`config.mk`:
```
export PLATFORM = sky130hd
export DESIGN_NAME = pcpi_issuer
export DESIGN_NICKNAME = d
export VERILOG_FILES = /design/src/rtl/pcpi_issuer.sv
export SDC_FILE = /design/constraint.sdc
export NUM_CORES = 1
export LEC_CHECK = 0
export CAP_MARGIN = 15
export CORE_MARGIN = 1.5
export CORE_UTILIZATION = 43
export CTS_CLUSTER_DIAMETER = 200
export DETAILED_ROUTE_END_ITERATION = 10
export MAX_ROUTING_LAYER = met4
export PLACE_DENSITY = 0.89
export SYNTH_ARGS = -nofsm -noshare
export SYNTH_HDL_FRONTEND = slang
export SYNTH_SLANG_ARGS = --single-unit
export TNS_END_PERCENT = 20
```
`constraint.sdc`:
```
create_clock -name clk -period 3.57 [get_ports clk]
set_input_delay 0.714 -clock clk [delete_from_list [all_inputs] [get_ports clk]]
set_output_delay 0.714 -clock clk [all_outputs]
set_load 0.005 [all_outputs]
```
`src/rtl/pcpi_issuer.sv`:
```
// PCPI initiator: issues one instruction at a time to the coprocessor bus and
// returns the result, or an illegal-instruction response on timeout, to the core.
module pcpi_issuer #(
    parameter int unsigned TIMEOUT_CYCLES = 16
) (
    input  logic        clk,
    input  logic        resetn,
    input  logic        req_valid,
    output logic        req_ready,
    input  logic [31:0] req_insn,
    input  logic [31:0] req_rs1,
    input  logic [31:0] req_rs2,
    output logic        pcpi_valid,
    output logic [31:0] pcpi_insn,
    output logic [31:0] pcpi_rs1,
    output logic [31:0] pcpi_rs2,
    input  logic        pcpi_busy,
    input  logic        pcpi_ready,
    input  logic        pcpi_wr,
    input  logic [31:0] pcpi_rd,
    output logic        resp_valid,
    input  logic        resp_ready,
    output logic        resp_wr,
    output logic [31:0] resp_rd,
    output logic        resp_illegal
);

    localparam int unsigned CNT_W = $clog2(TIMEOUT_CYCLES + 1);
    localparam logic [CNT_W-1:0] CNT_LAST = CNT_W'(TIMEOUT_CYCLES - 1);

    typedef enum logic [1:0] {
        S_IDLE,
        S_ISSUE,
        S_WAIT,
        S_RESP
    } state_t;

    state_t           state, state_nxt;
    logic [CNT_W-1:0] cnt, cnt_nxt;
    logic             accept;
    logic             capture;
    logic             timeout;

    always_comb begin
        state_nxt = state;
        cnt_nxt   = cnt;
        accept    = 1'b0;
        capture   = 1'b0;
        timeout   = 1'b0;
        case (state)
            S_IDLE: begin
                if (req_valid) begin
                    accept    = 1'b1;
                    cnt_nxt   = '0;
                    state_nxt = S_ISSUE;
                end
            end
            S_ISSUE: begin
                // A same-cycle ready wins over busy so single-cycle responders skip WAIT.
                if (pcpi_ready) begin
                    capture   = 1'b1;
                    state_nxt = S_RESP;
                end else if (pcpi_busy) begin
                    state_nxt = S_WAIT;
                end else if (cnt == CNT_LAST) begin
                    timeout   = 1'b1;
                    state_nxt = S_RESP;
                end else begin
                    cnt_nxt = cnt + 1'b1;
                end
            end
            S_WAIT: begin
                if (pcpi_ready) begin
                    capture   = 1'b1;
                    state_nxt = S_RESP;
                end
            end
            S_RESP: begin
                if (resp_ready) state_nxt = S_IDLE;
            end
            default: state_nxt = S_IDLE;
        endcase
    end

    always_ff @(posedge clk or negedge resetn) begin
        if (!resetn) begin
            state        <= S_IDLE;
            cnt          <= '0;
            pcpi_insn    <= '0;
            pcpi_rs1     <= '0;
            pcpi_rs2     <= '0;
            resp_wr      <= 1'b0;
            resp_rd      <= '0;
            resp_illegal <= 1'b0;
        end else begin
            state <= state_nxt;
            cnt   <= cnt_nxt;
            if (accept) begin
                pcpi_insn <= req_insn;
                pcpi_rs1  <= req_rs1;
                pcpi_rs2  <= req_rs2;
            end
            if (capture) begin
                resp_wr      <= pcpi_wr;
                resp_rd      <= pcpi_wr ? pcpi_rd : '0;
                resp_illegal <= 1'b0;
            end else if (timeout) begin
                resp_wr      <= 1'b0;
                resp_rd      <= '0;
                resp_illegal <= 1'b1;
            end
        end
    end

    assign req_ready  = (state == S_IDLE);
    assign pcpi_valid = (state == S_ISSUE) || (state == S_WAIT);
    assign resp_valid = (state == S_RESP);

endmodule

```
==> qor.csv, run 1 <==
metric;value;unit
worstHoldPathType;input port to asynchronous set/reset pin;
grt_pass1_wl;22400;um
worst-slew-pin-transition;803;ps
cp_cell_sequence;inv_1 > ha_1 > clkdlybuf4s50_1;
placementRows;40;
fin_crit_sh;0.711;
antenna_found_initial;0;
synth_top_area_frac;0.649;
die_w;114;um
grt_max_degree;89;
finalNetCount;754;
io_buffer_count;267;
cp_slowest_stage_delay;530;ps
grt_pass1_vias;4275;
tns;0;ps
crit_slowest_cell;clkdlybuf4s50_1;
ys_top_cells_by_count;137 x dfrtp_1, 97 x mux2_2, 35 x a22o_1, 8 x buf_2, 7 x ha_1;
synth_nets;480;
cts_setup_buffers;0;
vias;3978;
clockBufferDepth;2;
max-slew-margin-rel;0.465;
worstRegToRegCells;7;
cellPowerDensity;884;mW/mm^2
wirelength;14700;um
drt_iter0_drc;142;
status;completed;
rsz0062_at_grt;no;
syn-cell-area;0.00528;sq mm
drt-wirelength-per-cell;19.0;um
critPathKind;flip-flop to output pin;
synthFlopType;dfrtp_1;
cts_sinks;137;
max_freq;394;MHz
synth-seq-area-share;0.649;
hpwl;10600;um
ys_ff_latch;137;
rr_endpoint;cnt[3]$_DFFE_PN0P_;
clkTransAtPathRegs;60;ps
max_cap_viol_count;0;
ir_worst_vdd;0.000427;V
cts_root_buffer;clkbuf_16;
drt-vias-per-instance;5.15;
critPathLaunchType;flip-flop;
hold_viol;0;
period_minus_slack;2540;ps
gr-usage-all-layers;0.238;
die_h;114;um
clock_latency;410;ps
die-area;0.0130;sq mm
synth_cell_types;33;
numCtsBuffers;17;
skew;7.63;ps
cts_resized;0;
async_flop_share;1.00;
ys_top_cells_by_area;dfrtp_1 65%, mux2_2 21%, a22o_1 5.8%, ha_1 1.7%, buf_2 0.76%;
p_leak;3.79;nW
synth_edf_count;0;
netlist_instances;338;
gp_congestion;0.811;
antenna_left;0;
io_pins;268;
drive_above_1_share;0.227;
worst-endpoint-arrival;1830;ps
area_growth_syn_to_layout;66.9;%
h-tree-depth;4;
cts_tree;done;
dp.cells;740;
ys_warn_count;0;
yosysTopAreaCell;dfrtp_1;
hold_buffers;0;
core_area;0.0120;sq mm
finalNonFillerCells;772;
worstPathMaxFanout;5;
initial_core_util;0.440;
end_kind;output pin;
setup_viol_count_final;0;
reg2reg_from;cnt[0]$_DFFE_PN0P_;
overflow;0;
drc;0;
cp.required;2860;ps
dr.pass1.iters;4;
synth_most_common_cell;dfrtp_1;
antenna_cells;0;
drv_slew;0;
syn_area_per_cell;15.6;sq um
reg2reg_slack;1460;ps
## per-layer routing
metal / share of wire / global-route usage / wire [um]
met3: 0.082 / 0.0818 / 1200
met4: 0.035 / 0.115 / 518
met5: 0 / - / 0
met1: 0.38 / 0.254 / 5570
met2: 0.50 / 0.396 / 7380
## state kept, by name, summed over array words and instances (netlist names)
signal,cells
cnt,5
pcpi_insn,32
pcpi_rs1,32
pcpi_rs2,32
resp_illegal,1
resp_rd,32
resp_wr,1
state,2
## how the worst max path moves through the flow
stage | startpoint | to | cells past startpoint
final | state[0]$_DFFE_PN0P_ | pcpi_valid | 3
after global routing | state[0]$_DFFE_PN0P_ | pcpi_valid | 3
after CTS | state[1]$_DFFE_PN0P_ | pcpi_valid | 3
after detailed placement | pcpi_ready | cnt[3]$_DFFE_PN0P_ | 5
after global placement | req_valid | pcpi_rs2[25]$_DFFE_PN0P_ | 4
after floorplan | cnt[0]$_DFFE_PN0P_ | cnt[3]$_DFFE_PN0P_ | 7
## through the flow
stage                util  setup WS, ps  area, sq um  hold slack, ps  power (W)
finish              0.734          1030         8810             354    0.00779
global route        0.734           947         8810             425    0.00818
CTS                 0.734          1010         8810             393    0.00787
global placement    0.678          1200         8140             462    0.00566
floorplan               -          1630         5280             418    0.00385
detailed placement  0.678          1150         8140             468    0.00583
## layout make-up
type                       count  area [sq um]
fill                         758          3200
clock buffer                  19           453
tap                          147           184
inverter                       5          18.8
timing repair buffer         273          2740
sequential                   137          3430
multi-input combinational    178          1760
clock inverter                13           223
## critical path, delay by kind of cell (launching register included)
kind | cells | cell delay (ps)
adder cells (fa/ha/maj) | 1 | 390
flip-flops | 1 | 390
buffers and inverters | 2 | 630
## logic make-up (layout without fill, tap and decap cells)
kind of cell | count (synthesis) | count (layout) | synth area share
adders and majority gates | 7 | 7 | 0.0166
DFF | 137 | 137 | 0.649
and+or+nand+nor | 28 | 28 | 0.0339
AOI/OAI and AO/OA | 46 | 46 | 0.0751
buffers and inverters | 23 | 310 | 0.0185
muxes | 97 | 97 | 0.207
## cells in the final DEF (no fill, tap or decap), types with 5 or more instances in the layout
cell type,synthesis,layout
dfrtp_1,137,137
inv_1,5,5
nand3_1,6,6
mux2_2,97,97
bufinv_16,0,6
ha_1,7,7
clkbuf_16,0,17
a22o_1,35,35
clkdlybuf4s50_1,0,266
## power by group
group / internal (W) / switching, W
clock network: 0.00134 / 0.000637
logic: 0.00208 / 0.00104
registers: 0.00228 / 0.000414
total: 0.00570 / 0.00209
Power figures use the tool's default switching activity.
==> run 2: changes to the inputs <==
--- a/config.mk
+++ b/config.mk
@@ -7,11 +7,11 @@
 export LEC_CHECK = 0
 export CAP_MARGIN = 15
 export CORE_MARGIN = 1.5
-export CORE_UTILIZATION = 43
+export CORE_UTILIZATION = 40
 export CTS_CLUSTER_DIAMETER = 200
 export DETAILED_ROUTE_END_ITERATION = 10
 export MAX_ROUTING_LAYER = met4
-export PLACE_DENSITY = 0.89
+export PLACE_DENSITY = 0.83
 export SYNTH_ARGS = -nofsm -noshare
 export SYNTH_HDL_FRONTEND = slang
 export SYNTH_SLANG_ARGS = --single-unit
==> constraint.sdc (replaced) <==
create_clock -name clk -period 2.65 [get_ports clk]
set_input_delay 0.53 -clock clk [delete_from_list [all_inputs] [get_ports clk]]
set_output_delay 0.53 -clock clk [all_outputs]
set_load 0.005 [all_outputs]
==> run 2 against run 1 <==
Against the previous run:
- via count down 1.7%
- non-clock buffer count increased by 1
- final cell count up 3.5%
- total power grew 31%
- global-route usage down 2.4 points
- combinational power rose by 33%
- largest cell class unchanged
==> qor.csv, run 2 (synthesized netlist as in run 1, its figures left out) <==
metric;value;unit
hold_viol;0;
drc;0;
die_w;118;um
clock_latency;410;ps
p_total;0.0102;W
tns;0;ps
worstPathMaxFanout;5;
dp.cells;766;
worst-endpoint-arrival;1820;ps
clockBufferDepth;2;
cp.required;2120;ps
max_freq;425;MHz
grt_pass1_vias;4383;
hpwl;10000;um
grt_pass1_wl;22500;um
gp_congestion;0.826;
placementRows;41;
period_minus_slack;2350;ps
die-area;0.0139;sq mm
ir_worst_vdd;0.000660;V
clkTransAtPathRegs;60;ps
hold_buffers;0;
fin_crit_sh;0.887;
cp_cell_sequence;inv_1 > ha_1 > clkdlybuf4s50_1;
drt-wirelength-per-cell;17.3;um
status;completed;
cellPowerDensity;1150;mW/mm^2
numCtsBuffers;17;
die_h;118;um
worst-slew-pin-transition;603;ps
initial_core_util;0.413;
wirelength;13800;um
gr-usage-all-layers;0.214;
max_cap_viol_count;0;
critPathLaunchType;flip-flop;
setup_viol_count_final;0;
regArea;0.00343;sq mm
critPathKind;flip-flop to output pin;
rsz0062_at_grt;no;
cts_resized;0;
cts_setup_buffers;0;
final_cell_mix;266 x clkdlybuf4s50_1, 137 x dfrtp_1, 97 x mux2_2, 35 x a22o_1, 17 x clkbuf_16;
cts_sinks;137;
crit_slowest_cell;clkdlybuf4s50_1;
cts_tree;done;
final_common_cell;clkdlybuf4s50_1;
worstHoldPathType;input port to asynchronous set/reset pin;
io_pins;268;
drv_slew;0;
h-tree-depth;4;
area_growth_syn_to_layout;66.7;%
drt-vias-per-instance;4.89;
dr.pass1.iters;4;
antenna_left;0;
finalNonFillerCells;799;
fill_cells;851;
vias;3910;
multiInputGateArea;0.00176;sq mm
p_leak;3.78;nW
skew;4.64;ps
grt_max_degree;67;
overflow;0;
cts_root_buffer;clkbuf_16;
end_kind;output pin;
drt_iter0_drc;169;
drive_above_1_share;0.228;
finalNetCount;755;
cp_slowest_stage_delay;530;ps
max-slew-margin-rel;0.598;
io_buffer_count;267;
core_area;0.0128;sq mm
antenna_found_initial;1;
[run 2: critical path, delay by kind of cell, from the launching register on]
| family | cells | cell delay [ps] |
|---|---|---|
| buf+inv | 2 | 640 |
| fa+ha+maj | 1 | 380 |
| flops | 1 | 390 |
[run 2: per-stage QoR]
step	area, sq um	setup slack [ps]	hold slack (ps)	utilization
3_5_place_dp	8190	432	482	0.641
5_1_grt	8810	210	146	0.689
3_3_place_gp	8190	461	481	0.641
2_1_floorplan	5280	711	234	-
4_1_cts	8800	274	122	0.689
6_report	8810	299	103	0.689
[run 2: worst paths after layout]
path / startpoint / to / slack [ps] / cells past startpoint
setup / recovery: state[1]$_DFFE_PN0P_ / pcpi_valid / 300 / 3
hold reg to reg: resp_wr$_DFFE_PN0P_ / resp_wr$_DFFE_PN0P_ / 490 / 1
setup reg to reg: cnt[0]$_DFFE_PN0P_ / cnt[0]$_DFFE_PN0P_ / 560 / 6
max in group asynchronous: resetn / pcpi_rs2[28]$_DFFE_PN0P_ / 1860 / 2
hold / removal: resetn / resp_rd[24]$_DFFE_PN0P_ / 100 / 1
min in group clk: resp_wr$_DFFE_PN0P_ / resp_wr$_DFFE_PN0P_ / 490 / 1
[run 2: layer usage]
layer  vias to the layer above  GRT usage  wire [um]
li1                       1784          -          -
met1                      1901      0.237       5500
met2                       198      0.351       6930
met3                        27     0.0683       1010
met4                         0      0.102        370
met5                         -          -          0
[run 2: area by class of cell]
class,instances,area share
Sequential cell,137,0.389
Timing Repair Buffer,274,0.314
Multi-Input combinational cell,178,0.200
Clock buffer,20,0.0530
Tap cell,172,0.0244
Clock inverter,12,0.0168
Inverter,5,0.00213
Antenna cell,1,0.000284
[run 2: where the power goes]
group | internal, W | total [W] | switching (W)
combinational | 0.00280 | 0.00415 | 0.00135
sequential | 0.00307 | 0.00360 | 0.000532
clock | 0.00155 | 0.00241 | 0.000865
total | 0.00742 | 0.0102 | 0.00275
